<file path="config.mk">
export PLATFORM = sky130hd
export DESIGN_NAME = cdb_arbiter
export DESIGN_NICKNAME = d
export VERILOG_FILES = /design/src/rtl/cdb_arbiter.sv
export SDC_FILE = /design/constraint.sdc
export NUM_CORES = 1
export LEC_CHECK = 0
export BUFFER_PORTS_ARGS = -buffer_cell sky130_fd_sc_hd__buf_2
export CAP_MARGIN = 0
export CORE_ASPECT_RATIO = 1.2
export CORE_UTILIZATION = 55
export DETAILED_ROUTE_END_ITERATION = 6
export PLACE_DENSITY = 0.75
export SLEW_MARGIN = 20
export SYNTH_ARGS = -nofsm -noshare
export SYNTH_HDL_FRONTEND = slang
export SYNTH_SLANG_ARGS = --single-unit
</file>
<file path="constraint.sdc">
create_clock -name clock -period 7.9 [get_ports clock]
set_clock_uncertainty 0.1 [all_clocks]
set_input_delay 1.185 -clock clock [delete_from_list [all_inputs] [get_ports clock]]
set_output_delay 1.185 -clock clock [all_outputs]
set_load 0.05 [all_outputs]
</file>
<file path="src/rtl/cdb_arbiter.sv">
// Result-bus arbiter: per-lane result FIFOs drained round-robin onto a registered CDB.
// Enqueue-to-broadcast latency is two cycles; a lane is ready only while its queue is not full.
`ifndef WAY
`define WAY 2
`endif

package cdb_pkg;
   typedef struct packed {
      logic        valid;
      logic [5:0]  phy_dest_reg;
      logic [31:0] result;
      logic [4:0]  rob_index;
   } result_packet_t;
endpackage

module cdb_arbiter
   import cdb_pkg::*;
#(
   parameter int N_SRC     = 4,
   parameter int CDB_WIDTH = `WAY,
   parameter int DEPTH     = 2
) (
   input  logic                                clock,
   input  logic                                reset,
   input  logic                                flush,
   input  result_packet_t [N_SRC-1:0]          fu_result,
   output logic [N_SRC-1:0]                    src_ready,
   output result_packet_t [CDB_WIDTH-1:0]      cdb,
   output logic [$clog2(N_SRC*DEPTH+1)-1:0]    pending
);
   localparam int CW = $clog2(DEPTH + 1);
   localparam int PW = (DEPTH > 1) ? $clog2(DEPTH) : 1;
   localparam int SW = (N_SRC > 1) ? $clog2(N_SRC) : 1;
   localparam int TW = $clog2(N_SRC * DEPTH + 1);
   localparam logic [CW-1:0] FULL = CW'(DEPTH);

   result_packet_t                 mem [N_SRC][DEPTH];
   logic [CW-1:0]                  count [N_SRC];
   logic [CW-1:0]                  count_d [N_SRC];
   logic [PW-1:0]                  head [N_SRC];
   logic [PW-1:0]                  tail [N_SRC];
   logic [SW-1:0]                  rr_ptr;
   logic [SW-1:0]                  rr_d;
   logic [N_SRC-1:0]               grant;
   logic [N_SRC-1:0]               push;
   result_packet_t [CDB_WIDTH-1:0] cdb_q;
   result_packet_t [CDB_WIDTH-1:0] cdb_d;
   logic [TW-1:0]                  total_d;
   logic                           clear;

   function automatic logic [PW-1:0] ptr_inc(input logic [PW-1:0] p);
      return (p == PW'(DEPTH - 1)) ? '0 : p + 1'b1;
   endfunction

   assign clear = reset | flush;

   always_comb begin
      for (int i = 0; i < N_SRC; i++) begin
         src_ready[i] = (count[i] < FULL);
         push[i]      = fu_result[i].valid & src_ready[i];
      end
   end

   // Scan from rr_ptr using start-of-cycle counts; the k-th nonempty queue fills slot k.
   always_comb begin
      int slot;
      int idx;
      grant = '0;
      cdb_d = '0;
      rr_d  = rr_ptr;
      slot  = 0;
      idx   = 0;
      for (int k = 0; k < N_SRC; k++) begin
         idx = int'(rr_ptr) + k;
         if (idx >= N_SRC) idx = idx - N_SRC;
         if (count[idx] != '0 && slot < CDB_WIDTH) begin
            grant[idx]        = 1'b1;
            cdb_d[slot]       = mem[idx][head[idx]];
            cdb_d[slot].valid = 1'b1;
            rr_d              = (idx == N_SRC - 1) ? '0 : SW'(idx + 1);
            slot              = slot + 1;
         end
      end
   end

   always_comb begin
      total_d = '0;
      for (int i = 0; i < N_SRC; i++) begin
         count_d[i] = count[i] + CW'(push[i]) - CW'(grant[i]);
         total_d    = total_d + TW'(count_d[i]);
      end
   end

   always_ff @(posedge clock) begin
      for (int i = 0; i < N_SRC; i++) begin
         if (push[i]) mem[i][tail[i]] <= fu_result[i];
      end
   end

   always_ff @(posedge clock) begin
      if (clear) begin
         for (int i = 0; i < N_SRC; i++) begin
            count[i] <= '0;
            head[i]  <= '0;
            tail[i]  <= '0;
         end
         rr_ptr  <= '0;
         cdb_q   <= '0;
         pending <= '0;
      end else begin
         for (int i = 0; i < N_SRC; i++) begin
            count[i] <= count_d[i];
            if (push[i])  tail[i] <= ptr_inc(tail[i]);
            if (grant[i]) head[i] <= ptr_inc(head[i]);
         end
         rr_ptr  <= rr_d;
         cdb_q   <= cdb_d;
         pending <= total_d;
      end
   end

   // A squash must not let last cycle's grants reach the ROB.
   assign cdb = clear ? '0 : cdb_q;

endmodule
</file>
# Word level (Yosys, flattened, before mapping)
# Memories as Yosys holds them, arrays and structs flattened.
# Index checks and enable logic that the tools add are counted.
[totals] register_bits=94 inputBits=179 mem_count=4 mem_bits_rw=368 output_inout_bits=96
[mem_list] memory="mem" words=4 word_bits=88 read_ports=4 rd_clocked_by_memory_dff=0 wr=4 line_no="37" rtl="result_packet_t mem [N_SRC][DEPTH];"
[mem_list] memory="count" words=4 word_bits=2 read_ports=8 rd_clocked_by_memory_dff=0 wr=4 line_no="38" rtl="logic [CW-1:0] count [N_SRC];"
[mem_list] memory="head" words=4 word_bits=1 read_ports=8 rd_clocked_by_memory_dff=0 wr=4 line_no="40" rtl="logic [PW-1:0] head [N_SRC];"
[mem_list] memory="tail" words=4 word_bits=1 read_ports=4 rd_clocked_by_memory_dff=0 wr=4 line_no="41" rtl="logic [PW-1:0] tail [N_SRC];"
[op_classes] n_addsub=32 order_cmp=37 eq_ne=4 n_bitwise=28 muxes=121 n_reduce_logical=19
[op_table] cell="$mux W44" n=20
[op_table] cell="$mux W88" n=8
[op_table] cell="$bwmux W88" n=6
[op_table] cell="$demux W44 S1" n=10
[op_table] cell="$ge A32 B1 Y1 const B" n=7
[op_table] cell="$lt A32 B3 Y1 const B" n=6
[op_table] cell="$mux W32" n=6
[op_table] cell="$mux W43" n=3
[op_table] cell="$eq A32 B3 Y1 const B" n=4
[op_table] cell="$lt A32 B4 Y1 const B" n=4
[op_table] cell="$add A32 B2 Y32 const B" n=2
[op_table] cell="$mux W1" n=48
[op_table] cell="$mux W2" n=12
[op_table] cell="$ge A2 B2 Y1 const B" n=8
[op_table] cell="$mux W4" n=4
[op_table] cell="$not A1 Y2" n=8
[op_table] cell="$logic_and A1 B1 Y1" n=14
[op_table] cell="$or A1 B1 Y1" n=13
[op_table] cell="$or A4 B4 Y4" n=3
[op_table] cell="$sub A3 B3 Y4 const B" n=3
[op_table] cell="$ge A3 B3 Y1 const B" n=3
[op_table] cell="$add A1 B1 Y1 const B" n=8
[op_table] cell="$add A2 B1 Y2" n=4
[op_table] cell="$add A2 B2 Y2 const B" n=4
[op_table] cell="14 further kinds" n=33

# Longest topological paths before layout
# An unclocked memory read counts as a cell.
[depth] depth_word=18 mapped_depth=29 mapped_depth_nobuf=22

# Least setup slack after synthesis
# OpenSTA, ideal clock, no wires.
[synth_path] path_kind="register -> register" from="reg rr_ptr[0]" to="reg pending[2]" n_path_buf=7 required_ns=7.685 t_arrival_ns=6.697 slack_ns=0.988 setup_ns=0.115 stages_incl_launch_ff=30 path_cell_list="dfxtp_1 buf_4 inv_2 buf_2 buf_2 buf_2 ha_1 buf_2 clkinv_1 mux4_2 buf_2 ha_1 a311oi_1 clkbuf_1 nand2_1 inv_1 fa_1 a211oi_2 a32oi_1 o211ai_1 ha_1 inv_1 ha_1 xnor2_1 xnor2_1 fa_1 fa_1 ha_1 fa_1 and2_1"
[synth_rtl] element="from (decl)" line_no="42" rtl="logic [SW-1:0] rr_ptr;"
[synth_rtl] element="from (signal assigned)" line_no="116" rtl="rr_ptr <= rr_d;"
[synth_rtl] element="to (signal assigned)" line_no="118" rtl="pending <= total_d;"
[synth_rtl] element="to (decl)" line_no="29" rtl="output logic [$clog2(N_SRC*DEPTH+1)-1:0] pending"

==> impl.org <==
** Clocking
- Root Buffer :: clkbuf_16
- Gates resized during post-CTS repair numbered 0.
- TritonCTS built the clock tree.
- Clock-pin slew was measured on the worst setup and hold paths at 0.06 ns.
- In this run the post-CTS setup repair buffer count came out at 0.
- The number of hold buffers added after CTS was 0.
- CTS built an H-tree with a depth of 2.
- Worst-case clock buffer depth :: 3
- CTS saw 454 sinks.
- At the later pin of the worst-skew pair, clock insertion delay measures 0.61 ns.
- Counting the buffers created by CTS gives 48.

** Worst setup path
- For the worst setup path, the data required time is 8.30 ns.
- Reg2Reg Depth :: 22
- The worst register-to-register path begins at rr_ptr[0]$_SDFFE_PP0P_.
- Path type of the worst setup path :: flip-flop to flip-flop
- Worst R2R End :: pending[2]$_SDFF_PP0_
- STA classifies the critical path endpoint as a flip-flop.
- WP data arrival :: 7.60 ns
- The setup check on the worst reg-to-reg path leaves a slack of roughly 0.70 ns.
- CP Launch Type :: flip-flop
- Along the worst path, the maximum fanout reaches 35.

** Timing
- At the pin with the least slew margin, the transition time is 1.073 ns.
- The final number of hold-violating endpoints came to 0.
- Setup repair after global routing left no endpoint under its margin.
- Setup total negative slack on the finished layout was measured at 0 ns.
- The max-slew violation total from the final report was 0.
- The worst path needs 7.200 ns of the cycle, external delays included.
- Max Clk Rate :: 0.1389 GHz
- Final hold analysis gives a worst-case slack of 0.5715 ns.
- The worst pin sits at a relative slew slack of 0.2831.
- In the finished design, the share of the clock period the worst path needs comes to 0.9114.
- Setup violations remaining at the end of the flow were counted as 0.

** Synthesis
- In this run, synthesis inferred 352 flip-flops with an integrated enable.
- Post-synthesis cell type count :: about 60
- Most common library cells after synthesis :: edfxtp_1, mux2i_1, mux4_2
- The area fraction in compound gates after synthesis is 0.09573.
- The share of synthesized area in the top cell type comes to 0.4175.
- #FFs+latches synth :: roughly 450
- Of all cell types, the one taking the most synthesized area is edfxtp_1.
- Largest family of logic cells by synthesized area :: multiplexers
- Portion of netlist area occupied by mux cells :: 0.2992
- In the synthesized netlist the async set-or-reset flop fraction comes to 0.
- By area the synthesized netlist is led by edfxtp_1, mux4_2, mux2i_1, dfxtp_1, mux2_2.
- Yosys instantiated no cell more often than edfxtp_1.
- Synth Area in Adders :: 0.01433
- Fraction of the yosys area taken by sequential cells :: 0.4982
- Of the total synthesized cell area, the portion taken by AND, OR, NAND and NOR gates is 0.05516.
- For this run, the leading register cell type out of synthesis is edfxtp_1.
- Of the total synthesized cell area, the portion taken by XOR and XNOR cells is 0.002768.
- Synthesis produced 1813 cells.
- The number of nets handed over by synthesis was between 2000 and 2500.
- The synthesized netlist occupies a cell area of 25320 sq um.
- Synthesized area per cell :: 13.96 sq um
- Yosys warnings :: 0

** Drt
- After detailed routing, the average wire length per cell comes to 30.29 um.
- For this run, design rule violations remaining after detail routing come to 0.
- The detailed router finished its first iteration with 1770 violations.
- Before antenna repair, the detailed router went through 6 iterations.
- Total wire length :: ~80 mm
- Number of vias after detailed routing :: 18600
- The detail route stage leaves a number of antenna-violating nets equal to 0.
- Vias/cell :: 6.966

** Floorplan
- Floorplan Core Area :: between 40000 and 50000 sq um
- For this configuration, the core starts out at a cell density of 0.5614.
- Die extent in x :: 197.9 um
- During I/O placement, the number of pins put on the boundary was 275.
- Die height :: 237.0 um
- The die covers 46890 sq um.
- The initialized floorplan defines 85 standard-cell rows.

** Final layout
- Combined flip-flop and latch cell area :: 12620 sq um
- From synthesis to final layout, the design area changed by 13.60%.
- The layout has 3413 filler cells.
- 0 antenna diodes ended up in the layout.
- Final cell area excluding filler cells :: 28760 sq um
- Layout cell share with drive strength beyond 1 :: 0.3406
- Total number of nets in the final design :: 2226
- Area of the multi-input gates :: roughly 12000 sq um
- Final cell count without fillers :: 2670

** Min path
- Destination of the worst hold path :: tail[3]$_DFFE_PP_
- In this run the most critical hold path is launched from tail[3]$_DFFE_PP_.
- The path class of the tightest hold or removal check is flip-flop to flip-flop.
- Number of instances on the worst hold path :: 1

** Run status
- The flow ran to the end, and the final reports show no timing, DRC or antenna violations.

** Global route
- Antenna violations before repair :: 7
- The total overflow left after global routing is 0.
- Entering global routing, the biggest net connects 69 pins.
- The via count of the first global-routing pass is a little under 20000.
- The first global-routing pass estimated 118.2 mm of wire.
- In the global route stage, overall resource usage came out at 0.3439.

** Placement
- The HPWL after detailed placement is 48.81 mm.
- Weighted congestion at the end of routability-driven global placement :: 0.8654
- The placed instances occupy a cell area of 27210 sq um.
- The number of placed instances, taps included, is 2580.
- Count of input and output buffers :: 274

** Power and ir drop
- Dividing total power by cell area gives a power density of 339.5 nW/um^2.
- Leakage Power :: 10.09 nW
- Across the VDD grid, the largest voltage drop is 0.2257 mV.

** Flow run
- Max-cap violations in this run came to 0.
[metrics by stage]
stage / worst slack (ns) / utilization / power [mW]
2_1_floorplan: 0.9885 / - / 6.279
3_3_place_gp: 0.7937 / 0.6034 / 7.366
3_5_place_dp: 0.7156 / 0.6034 / 7.476
4_1_cts: 0.7132 / 0.6377 / 9.703
5_1_grt: 0.3313 / 0.6377 / 10.12
6_report: 0.7001 / 0.6377 / 9.764
[worst max path at each step]
stage	startpoint	to	slack, ns
3_5_place_dp	rr_ptr[0]$_SDFFE_PP0P_	pending[2]$_SDFF_PP0_	0.72
2_1_floorplan	rr_ptr[0]$_SDFFE_PP0P_	pending[2]$_SDFF_PP0_	0.99
5_1_grt	rr_ptr[0]$_SDFFE_PP0P_	pending[2]$_SDFF_PP0_	0.33
4_1_cts	rr_ptr[0]$_SDFFE_PP0P_	pending[2]$_SDFF_PP0_	0.71
3_3_place_gp	rr_ptr[0]$_SDFFE_PP0P_	pending[2]$_SDFF_PP0_	0.79
6_report	rr_ptr[0]$_SDFFE_PP0P_	pending[2]$_SDFF_PP0_	0.70
[worst max-delay path: stages, from the launching register on]
cell	delay (ns)
dfxtp_4	0.77
inv_6	0.31
ha_4	0.56
inv_2	0.07
mux4_2	0.41
ha_1	0.28
a311oi_4	0.05
nand2_1	0.25
inv_1	0.08
fa_1	0.41
a211oi_2	0.56
nand2_1	0.29
o2111ai_1	0.39
ha_1	0.30
inv_1	0.06
ha_1	0.16
xnor2_1	0.13
xnor2_1	0.17
fa_1	0.49
fa_1	0.47
ha_1	0.22
fa_1	0.42
and2_1	0.14
[placed cells by master, fill, tap and decap left out, drive strengths merged, types with 48 or more instances in the layout]
cell type,instances
edfxtp,352
buf,317
mux2i,303
mux4,145
and2,117
mux2,113
dfxtp,102
clkbuf,62
a32oi,60
o221ai,56
nand2,48
[registers in the layout (all words and copies together), names as in the netlist]
signal and count:
rr_ptr 2, tail 4, pending 4, mem 344, count 8, head 4, cdb_q 88
[where the power goes]
| part | leakage, nW | internal (mW) | switching (mW) | total (mW) |
|---|---|---|---|---|
| Sequential | 4.14 | 2.99 | 0.225 | 3.22 |
| Combinational | 5.20 | 1.76 | 2.55 | 4.31 |
| Clock | 0.749 | 1.27 | 0.964 | 2.23 |
| Total | 10.1 | 6.02 | 3.74 | 9.76 |
[cell families after synthesis]
family          count (synthesis)
buf+inv                       194
compound gates                319
flops                         454
simple gates                  251
xor+xnor                        8
mux                           561
fa+ha+maj                      26
[per-layer routing]
layer / routed length, um / up-vias / global-route usage / part of all wire
met3: 7871 / 330 / 0.06238 / 0.097
li1: - / 7721 / - / -
met5: 79 / - / 0 / 0.00098
met2: 39020 / 1277 / 0.5657 / 0.48
met1: 29210 / 9261 / 0.4248 / 0.36
met4: 4682 / 10 / 0.2004 / 0.058
[cell type report]
| type | count | area share |
|---|---|---|
| tap | 609 | 0.02650 |
| timing repair buffer | 317 | 0.05904 |
| inverter | 35 | 0.004742 |
| multi-input combinational | 1165 | 0.4172 |
| clock inverter | 28 | 0.008441 |
| sequential | 454 | 0.4387 |
| clock buffer | 62 | 0.04534 |
Power figures use the tool's default switching activity.
